File: src/rtl/lcd_pkg.sv
// Shared LCD definitions: word layout, panel commands, RGB565 colours, and the
// SPI transmitter state encoding.
package lcd_pkg;
  localparam int DC_BIT = 8;
  localparam int WORD_W = 9;

  localparam logic [7:0] CASET = 8'h2A;
  localparam logic [7:0] RASET = 8'h2B;
  localparam logic [7:0] RAMWR = 8'h2C;

  localparam logic [15:0] WHITE  = 16'hFFFF;
  localparam logic [15:0] BLACK  = 16'h0000;
  localparam logic [15:0] RED    = 16'hF800;
  localparam logic [15:0] GREEN  = 16'h07E0;
  localparam logic [15:0] BLUE   = 16'h001F;
  localparam logic [15:0] YELLOW = 16'hFFE0;

  typedef enum logic [2:0] {
    ST_IDLE,
    ST_SETUP,
    ST_SHIFT,
    ST_DONE,
    ST_GAP
  } spi_state_e;

  // Counter width able to hold 0..n-1, never narrower than one bit.
  function automatic int cnt_w(int n);
    return (n > 1) ? $clog2(n) : 1;
  endfunction
endpackage

File: src/rtl/lcd_spi_tx_if.sv
// Upstream word stream into the LCD SPI transmitter: level request, 9-bit word,
// per-byte completion pulse and busy.
interface lcd_spi_tx_if;
  import lcd_pkg::*;

  logic              en_write;
  logic [WORD_W-1:0] data;
  logic              wr_done;
  logic              busy;

  modport master (output en_write, data, input wr_done, busy);
  modport slave  (input en_write, data, output wr_done, busy);
endinterface

File: src/rtl/lcd_spi_tick.sv
// SCLK half-period divider: one-cycle tick every SCLK_DIV enabled cycles,
// restarted from zero on clr or whenever disabled.
module lcd_spi_tick
  import lcd_pkg::*;
#(
  parameter int SCLK_DIV = 2
) (
  input  logic sys_clk,
  input  logic sys_rst_n,
  input  logic clr,
  input  logic en,
  output logic tick
);
  localparam int            CW   = cnt_w(SCLK_DIV);
  localparam logic [CW-1:0] LAST = CW'(SCLK_DIV - 1);

  logic [CW-1:0] cnt;

  assign tick = en && (cnt == LAST);

  always_ff @(posedge sys_clk or negedge sys_rst_n) begin
    if (!sys_rst_n)                cnt <= '0;
    else if (clr || !en || tick)   cnt <= '0;
    else                           cnt <= cnt + 1'b1;
  end
endmodule

File: src/rtl/lcd_spi_tx.sv
// Mode-0 SPI byte transmitter for the LCD panel; paces a level-held burst of
// 9-bit {dc, byte} words and pulses wr_done once per byte.
module lcd_spi_tx
  import lcd_pkg::*;
#(
  parameter int SCLK_DIV = 2,
  parameter int CS_SETUP = 1,
  parameter int GAP      = 4
) (
  input  logic         sys_clk,
  input  logic         sys_rst_n,
  lcd_spi_tx_if.slave  up,
  output logic         lcd_cs_n,
  output logic         lcd_dc,
  output logic         lcd_sclk,
  output logic         lcd_mosi
);
  localparam int            TMR_MAX    = (CS_SETUP > GAP) ? CS_SETUP : GAP;
  localparam int            TW         = cnt_w(TMR_MAX);
  localparam logic [TW-1:0] SETUP_LAST = TW'(CS_SETUP - 1);
  localparam logic [TW-1:0] GAP_LAST   = TW'(GAP - 1);

  spi_state_e    state, nxt;
  logic [TW-1:0] tmr;
  logic [3:0]    tog_cnt;
  logic [6:0]    shift_reg;   // bits still to send after the one on lcd_mosi
  logic          tick, load, cs_release;
  logic          wr_done_q, busy_q;

  assign up.wr_done = wr_done_q;
  assign up.busy    = busy_q;

  lcd_spi_tick #(.SCLK_DIV(SCLK_DIV)) u_tick (
    .sys_clk   (sys_clk),
    .sys_rst_n (sys_rst_n),
    .clr       (load),
    .en        (state == ST_SHIFT),
    .tick      (tick)
  );

  always_ff @(posedge sys_clk or negedge sys_rst_n) begin
    if (!sys_rst_n) state <= ST_IDLE;
    else            state <= nxt;
  end

  always_comb begin
    nxt        = state;
    load       = 1'b0;
    cs_release = 1'b0;
    case (state)
      ST_IDLE:  if (up.en_write) begin load = 1'b1; nxt = ST_SETUP; end
      ST_SETUP: if (tmr == SETUP_LAST) nxt = ST_SHIFT;
      ST_SHIFT: if (tick && tog_cnt == 4'd15) nxt = ST_DONE;
      ST_DONE:  nxt = ST_GAP;
      ST_GAP: begin
        // Back-to-back bytes keep CS low and skip the setup delay.
        if (tmr == GAP_LAST) begin
          if (up.en_write) begin load = 1'b1; nxt = ST_SHIFT; end
          else begin cs_release = 1'b1; nxt = ST_IDLE; end
        end
      end
      default:  nxt = ST_IDLE;
    endcase
  end

  always_ff @(posedge sys_clk or negedge sys_rst_n) begin
    if (!sys_rst_n)                                tmr <= '0;
    else if (state != nxt)                         tmr <= '0;
    else if (state == ST_SETUP || state == ST_GAP) tmr <= tmr + 1'b1;
  end

  always_ff @(posedge sys_clk or negedge sys_rst_n) begin
    if (!sys_rst_n) begin
      shift_reg <= '0;
      tog_cnt   <= '0;
      lcd_cs_n  <= 1'b1;
      lcd_dc    <= 1'b0;
      lcd_sclk  <= 1'b0;
      lcd_mosi  <= 1'b0;
      wr_done_q <= 1'b0;
      busy_q    <= 1'b0;
    end else begin
      if (load) begin
        shift_reg <= up.data[6:0];
        lcd_dc    <= up.data[DC_BIT];
        lcd_mosi  <= up.data[7];
        lcd_cs_n  <= 1'b0;
        tog_cnt   <= '0;
      end else if (tick) begin
        lcd_sclk <= ~lcd_sclk;
        tog_cnt  <= tog_cnt + 1'b1;
        // Odd count = falling toggle; the last one leaves MOSI as is.
        if (tog_cnt[0] && tog_cnt != 4'd15) begin
          lcd_mosi  <= shift_reg[6];
          shift_reg <= {shift_reg[5:0], 1'b0};
        end
      end
      if (cs_release) lcd_cs_n <= 1'b1;
      wr_done_q <= (nxt == ST_DONE);
      busy_q    <= (nxt != ST_IDLE);
    end
  end
endmodule
File: src/flat_wrapper.sv
// flat-port wrapper written by rule: the top's interface ports become plain ports
module lcd_spi_tx_flat import lcd_pkg::*;
#(
  parameter int SCLK_DIV = 2,
  parameter int CS_SETUP = 1,
  parameter int GAP      = 4
)
  (sys_clk, sys_rst_n, lcd_cs_n, lcd_dc, lcd_sclk, lcd_mosi, up_en_write, up_data, up_wr_done, up_busy);
  lcd_spi_tx_if up_i ();
  input  logic sys_clk;
  input  logic sys_rst_n;
  output logic lcd_cs_n;
  output logic lcd_dc;
  output logic lcd_sclk;
  output logic lcd_mosi;
  input wire logic [$bits(up_i.en_write)-1:0] up_en_write;
  input wire logic [$bits(up_i.data)-1:0] up_data;
  output wire logic [$bits(up_i.wr_done)-1:0] up_wr_done;
  output wire logic [$bits(up_i.busy)-1:0] up_busy;
  assign up_i.en_write = up_en_write;
  assign up_i.data = up_data;
  assign up_wr_done = up_i.wr_done;
  assign up_busy = up_i.busy;
  lcd_spi_tx #(.SCLK_DIV(SCLK_DIV), .CS_SETUP(CS_SETUP), .GAP(GAP)) u_core (.sys_clk(sys_clk), .sys_rst_n(sys_rst_n), .up(up_i), .lcd_cs_n(lcd_cs_n), .lcd_dc(lcd_dc), .lcd_sclk(lcd_sclk), .lcd_mosi(lcd_mosi));
endmodule
File: config.mk
export PLATFORM = sky130hd
export DESIGN_NAME = lcd_spi_tx_flat
export DESIGN_NICKNAME = d
export VERILOG_FILES = /design/src/rtl/lcd_pkg.sv /design/src/rtl/lcd_spi_tx_if.sv /design/src/rtl/lcd_spi_tick.sv /design/src/rtl/lcd_spi_tx.sv /design/src/flat_wrapper.sv
export SDC_FILE = /design/constraint.sdc
export NUM_CORES = 1
export LEC_CHECK = 0
export BUFFER_PORTS_ARGS = -buffer_cell sky130_fd_sc_hd__buf_4
export CAP_MARGIN = 30
export CORE_UTILIZATION = 40
export DETAILED_ROUTE_END_ITERATION = 6
export GPL_ROUTABILITY_DRIVEN = 1
export MAX_ROUTING_LAYER = met4
export PLACE_DENSITY_LB_ADDON = 0.12
export SETUP_SLACK_MARGIN = 0.3
export SLEW_MARGIN = 15
export SYNTH_ARGS = -nofsm -noshare
export SYNTH_HDL_FRONTEND = slang
export SYNTH_HIERARCHICAL = 1
export SYNTH_SLANG_ARGS = --single-unit
File: constraint.sdc
create_clock -name sys_clk -period 4.8 [get_ports sys_clk]
set_input_delay 0.24 -clock sys_clk [delete_from_list [all_inputs] [get_ports sys_clk]]
set_output_delay 0.24 -clock sys_clk [all_outputs]
set_load 0.05 [all_outputs]
After elaboration in Yosys (flattened, before gate mapping). Index checks and enable logic that the tools add are counted.

Register bits: 23. Word-level logic and storage cells: 66.

Mux-type cells: 25. Add/subtract/negate cells: 3. Reductions and logical operators: 16. Bitwise logic cells: 2. Eq/ne operators: 9.

Operators by type and width (number): $mux W7 (3); $pmux W3 S5 (1); $mux W3 (4); $mux W1 (11); $eq A3 B2 Y1 const B (3); $mux W4 (2); $reduce_bool A2 Y1 (4); $mux W2 (3); $add A4 B1 Y4 const B (1); $eq A4 B4 Y1 const B (1); $ne A4 B4 Y1 const B (1); $reduce_and A2 Y1 (2); $eq A3 B1 Y1 const B (1); $eq A3 B3 Y1 const B (1); $logic_and A1 B1 Y1 (3); $logic_not A3 Y1 (1); $logic_or A1 B1 Y1 (3); $ne A3 B3 Y1 (1); $reduce_bool A3 Y1 (1); $add A2 B1 Y2 const B (1); $eq A2 B2 Y1 const B (1); $logic_not A2 Y1 (1); $not A1 Y1 (2); $pmux W1 S2 (1); other kinds (2) (2).

Depth between registers and ports, before layout.
Word-level depth: 7. Gate-level depth with buffers: 9.

Hierarchy. The synthesis kept the hierarchy.

By module, submodules not included: lcd_spi_tx (seq. area each 551.8 um^2, cells each 115, instances 1, area an instance 1083.5 um^2); lcd_spi_tick (seq. area each 25.0 um^2, cells each 3, instances 1, area an instance 45.0 um^2).

Least setup slack after synthesis. Ideal clock, no wire load.

Path kind: register to register. Start: register u_core.state[2]. End: register u_core.tmr[0]. Required time: 4.676 ns. Slack: 2.700 ns. Arrival time: 1.976 ns. Stages on the path, launching flop included: 10. Library setup time: 0.124 ns. Path through: dfrtp_1 clkbuf_1 or3b_1 inv_1 and2_2 clkbuf_1 nand4_1 o22ai_2 xor2_1 nor3_1.

Longest elaborated chain between the ends: 7. Elaborated cells between the ends (all ways): 16. Those cells by class: 5 x eq/ne; 6 x mux; 5 x reduce/logical.

Ends and longest elaborated chain: start: declaration (line lcd_spi_tx.sv:23) `spi_state_e state, nxt;`; start signal: assignment (line lcd_spi_tx.sv:43) `else state <= nxt;`; $eq A3 B2 Y1 * (line lcd_spi_tx.sv:37) `.en (state == ST_SHIFT),`; $logic_and A1 B1 Y1 * (line lcd_spi_tick.sv:19) `assign tick = en && (cnt == LAST);`; via u_core.tick (line lcd_spi_tx.sv:27) `logic tick, load, cs_release;`; $logic_and A1 B1 Y1 * (line lcd_spi_tx.sv:53) `ST_SHIFT: if (tick && tog_cnt == 4'd15) nxt = ST_DONE;`; $mux W3 * (line lcd_spi_tx.sv:53); $pmux W3 S5 * (line lcd_spi_tx.sv:50) `case (state)`; via u_core.nxt[0] (line lcd_spi_tx.sv:23); $ne A3 B3 Y1 * (line lcd_spi_tx.sv:68) `else if (state != nxt) tmr <= '0;`; $mux W2 or $reduce_bool A2 Y1 (tied branches); end signal: assignment (line lcd_spi_tx.sv:69) `else if (state == ST_SETUP || state == ST_GAP) tmr <= tmr + 1'b1;`; end: declaration (line lcd_spi_tx.sv:24) `logic [TW-1:0] tmr;`.

Mark *: on every way through the listed nets, which the timed path passes. The rest lies on a longest branch. A chain may end at the register's enable or synchronous reset.

Worst setup path after layout.
Start: register u_core.state[0]. End: register u_core.tmr[0].

The elaborated chain is that of the path after synthesis.

==> metrics.md <==
| Metric | Value |
|---|---|
| Status | `finished, final reports clean` |
| Syn nets | `133` |
| Seq/Total Area, Yosys | `0.511` |
| Avg WL per Cell | `12.1 µm` |
| Commonest non-fill, non-tap cells in the layout | `dfrtp_1, buf_4, nand2_1, nor2_1, a21oi_1` |
| I/O pin count | `18` |
| Reg2reg end | `u_core/tmr[0]$_DFFE_PN0P_` |
| Vias | `839` |
| Fin Setup TNS | `0 ns` |
| Cell Area, Synth | `1130 µm²` |
| H-tree depth | `1` |
| Clk buf depth | `2` |
| Reg2Reg Depth | `7` |
| Avg Cell Area, Syn | `9.56 µm²` |
| CTS Root Cell | `clkbuf_4` |
| Final Wtd Congestion | `0.810` |
| Vias/cell | `5.15` |
| PostCTS Resize Cnt | `0` |
| Post-route DRC | `0` |
| Worst Setup End Kind | `register` |
| 1st-pass router iterations | `4` |
| Final WL | `1980 µm` |
| Clock transition at path regs | `0.12 ns` |
| RSZ-0062 raised after global routing | `false` |
| Hold bufs inserted after CTS | `1` |
| NumNets Final | `149` |
| Worst Hold Class | `in -> reg` |
| Final Power | `767 µW` |
| Ys Warns | `6` |
| Power Density | `596 nW/µm²` |
| Final worst slack | `2.74 ns` |
| Fraction of layout cells with a size suffix above 1 | `0.203` |
| Die area | `3040 µm²` |
| Worst Path Required | `5.00 ns` |
| Max Freq | `0.485 GHz` |
| R2R setup slack | `2.74 ns` |
| Netlist cell types | `30` |
| All-layer global routing usage | `0.157` |
| Crit Path Max Fanout | `12` |
| Starting DRT DRC Count | `10` |
| Setup bufs post-CTS | `0` |
| Pin count of the biggest net entering global routing | `24` |
| Setup crit end | `u_core/tmr[0]$_DFFE_PN0P_` |
| Worst-Margin Slew | `0.436 ns` |
| Final period util | `0.429` |
| Synth Register Bits | `23` |
| CP Class | `reg -> reg` |
| Port Buf Inserts | `17` |
| Core Util, Final | `0.501` |
| Worst Path Arrival | `2.26 ns` |
| Slowest cell on the critical path | `dfrtp_1` |
| Worst Skew | `0.00628 ns` |
| Initial core utilization | `0.440` |
| Worst vdd ir | `379 µV` |
| Largest register FFs | `7` |
| Pleak | `0.629 nW` |
| Sink Count | `23` |
| Die width | `55.1 µm` |
| Worst Setup SP | `u_core/state[0]$_DFF_PN0_` |
| Synth-to-layout area growth | `14.1%` |
| Setup violators final | `0` |
| Most common cell after layout, fill and taps aside | `dfrtp_1` |
| Fin crit period | `2.06 ns` |
| First-pass GRT wire length | `3240 µm` |
| Layout Cells excl Fill | `163` |
| CP cell instances | `or3b_1 > inv_1 > and2_2 > nand4_1 > o22ai_2 > xor2_1 > nor3_1` |
| Final Max Tran Viols | `0` |
| N_diodes | `0` |
| Final hold vios | `0` |
| CP startpoint kind | `register` |
| Relative slew slack | `0.709` |
| Total CTS buffers | `3` |
| RR Startpoint | `u_core/state[0]$_DFF_PN0_` |
| Synth Instances | `118` |
| Maxcap violations | `0` |
| Vias in the first global route | `722` |
| Clk_lat worst skew | `0.31 ns` |
| Worst hold slack | `0.111 ns` |
| Die boundary height | `55.1 µm` |
| Fin area | `1290 µm²` |
| CTS tree | `yes` |
| Post-Place Cells | `158` |
| Core footprint | `2570 µm²` |
| Slowest stage delay, CP | `0.53 ns` |
| Post-DP HPWL | `1410 µm` |
| Placed Area | `1250 µm²` |
| Initial antenna violation count | `0` |
| Routed Antenna Nets | `0` |
| Setup slack after placement | `2.76 ns` |
| Grt total ovfl | `0` |
| Cell row count | `18` |
[Yosys cell counts, drive strengths merged]
| library cell | number | share of area |
|---|---|---|
| dfrtp | 22 | 0.49 |
| nand2 | 17 | 0.057 |
| nor2 | 16 | 0.053 |
| a21oi | 15 | 0.067 |
| buf | 4 | 0.029 |
| nor3 | 4 | 0.018 |
| xnor2 | 4 | 0.031 |
| clkbuf | 3 | 0.010 |
| ha | 3 | 0.033 |
| inv | 3 | 0.010 |
| nand3 | 3 | 0.013 |
| nand4 | 3 | 0.017 |
| xor2 | 3 | 0.023 |
| mux2i | 2 | 0.018 |
| or3b | 2 | 0.016 |
| a211o | 1 | 0.0078 |
| a22o | 1 | 0.0078 |
| and2 | 1 | 0.0067 |
| and3 | 1 | 0.0055 |
| clkinv | 1 | 0.0044 |
| dfstp | 1 | 0.023 |
| mux2 | 1 | 0.010 |
| nand3b | 1 | 0.0067 |
| nor2b | 1 | 0.0055 |
| nor3b | 1 | 0.011 |
| o22ai | 1 | 0.011 |
| o311ai | 1 | 0.0078 |
| or2 | 1 | 0.0055 |
| or3 | 1 | 0.0055 |
[power breakdown]
part / total, mW / leakage (nW) / internal, mW / switching [mW]
logic: 0.343 / 0.327 / 0.137 / 0.206
clock network: 0.0857 / 0.0177 / 0.0311 / 0.0546
registers: 0.338 / 0.284 / 0.269 / 0.0691
[cell families after synthesis]
family / Yosys count / share of synthesized area
simple gates: 52 / 0.220
flops: 23 / 0.511
compound gates: 19 / 0.101
buf+inv: 11 / 0.0532
xor+xnor: 7 / 0.0543
mux: 3 / 0.0277
fa+ha+maj: 3 / 0.0333
[critical path: cells and delay by family, from the launching register on]
family	cells	cell delay (ns)
xor+xnor	1	0.20
flops	1	0.53
buf+inv	1	0.08
simple gates	4	0.91
compound gates	1	0.22
[worst min path at each step]
| stage | to | slack (ns) | cells past startpoint | startpoint |
|---|---|---|---|---|
| after floorplan | u_core/lcd_dc$_DFFE_PN0P_ | -0.06 | 0 | sys_rst_n |
| after global placement | u_core/tmr[0]$_DFFE_PN0P_ | 0.15 | 1 | sys_rst_n |
| after detailed placement | u_core/tmr[0]$_DFFE_PN0P_ | 0.15 | 1 | sys_rst_n |
| after CTS | u_core/shift_reg[0]$_DFFE_PN0P_ | 0.1 | 3 | up_data[0] |
| after global routing | u_core/shift_reg[0]$_DFFE_PN0P_ | 0.11 | 3 | up_data[0] |
| final | u_core/shift_reg[0]$_DFFE_PN0P_ | 0.11 | 3 | up_data[0] |
[layout make-up]
type                    count  area (µm²)
clock inverters             1        5.00
repair buffers             18         138
inverters                   4        16.3
clock buffers               3        22.5
well taps                  30        37.5
flip-flops and latches     23         577
multi-input cells          84         492
fillers                   275        1280
[layer usage]
metal / track usage / vias to the layer above / routed length [µm]
li1: - / 426 / -
met5: - / - / 0
met3: 0.0492 / 2 / 126
met4: 0.0375 / 0 / 12
met1: 0.206 / 383 / 943
met2: 0.235 / 28 / 893
Power figures use the tool's default switching activity.
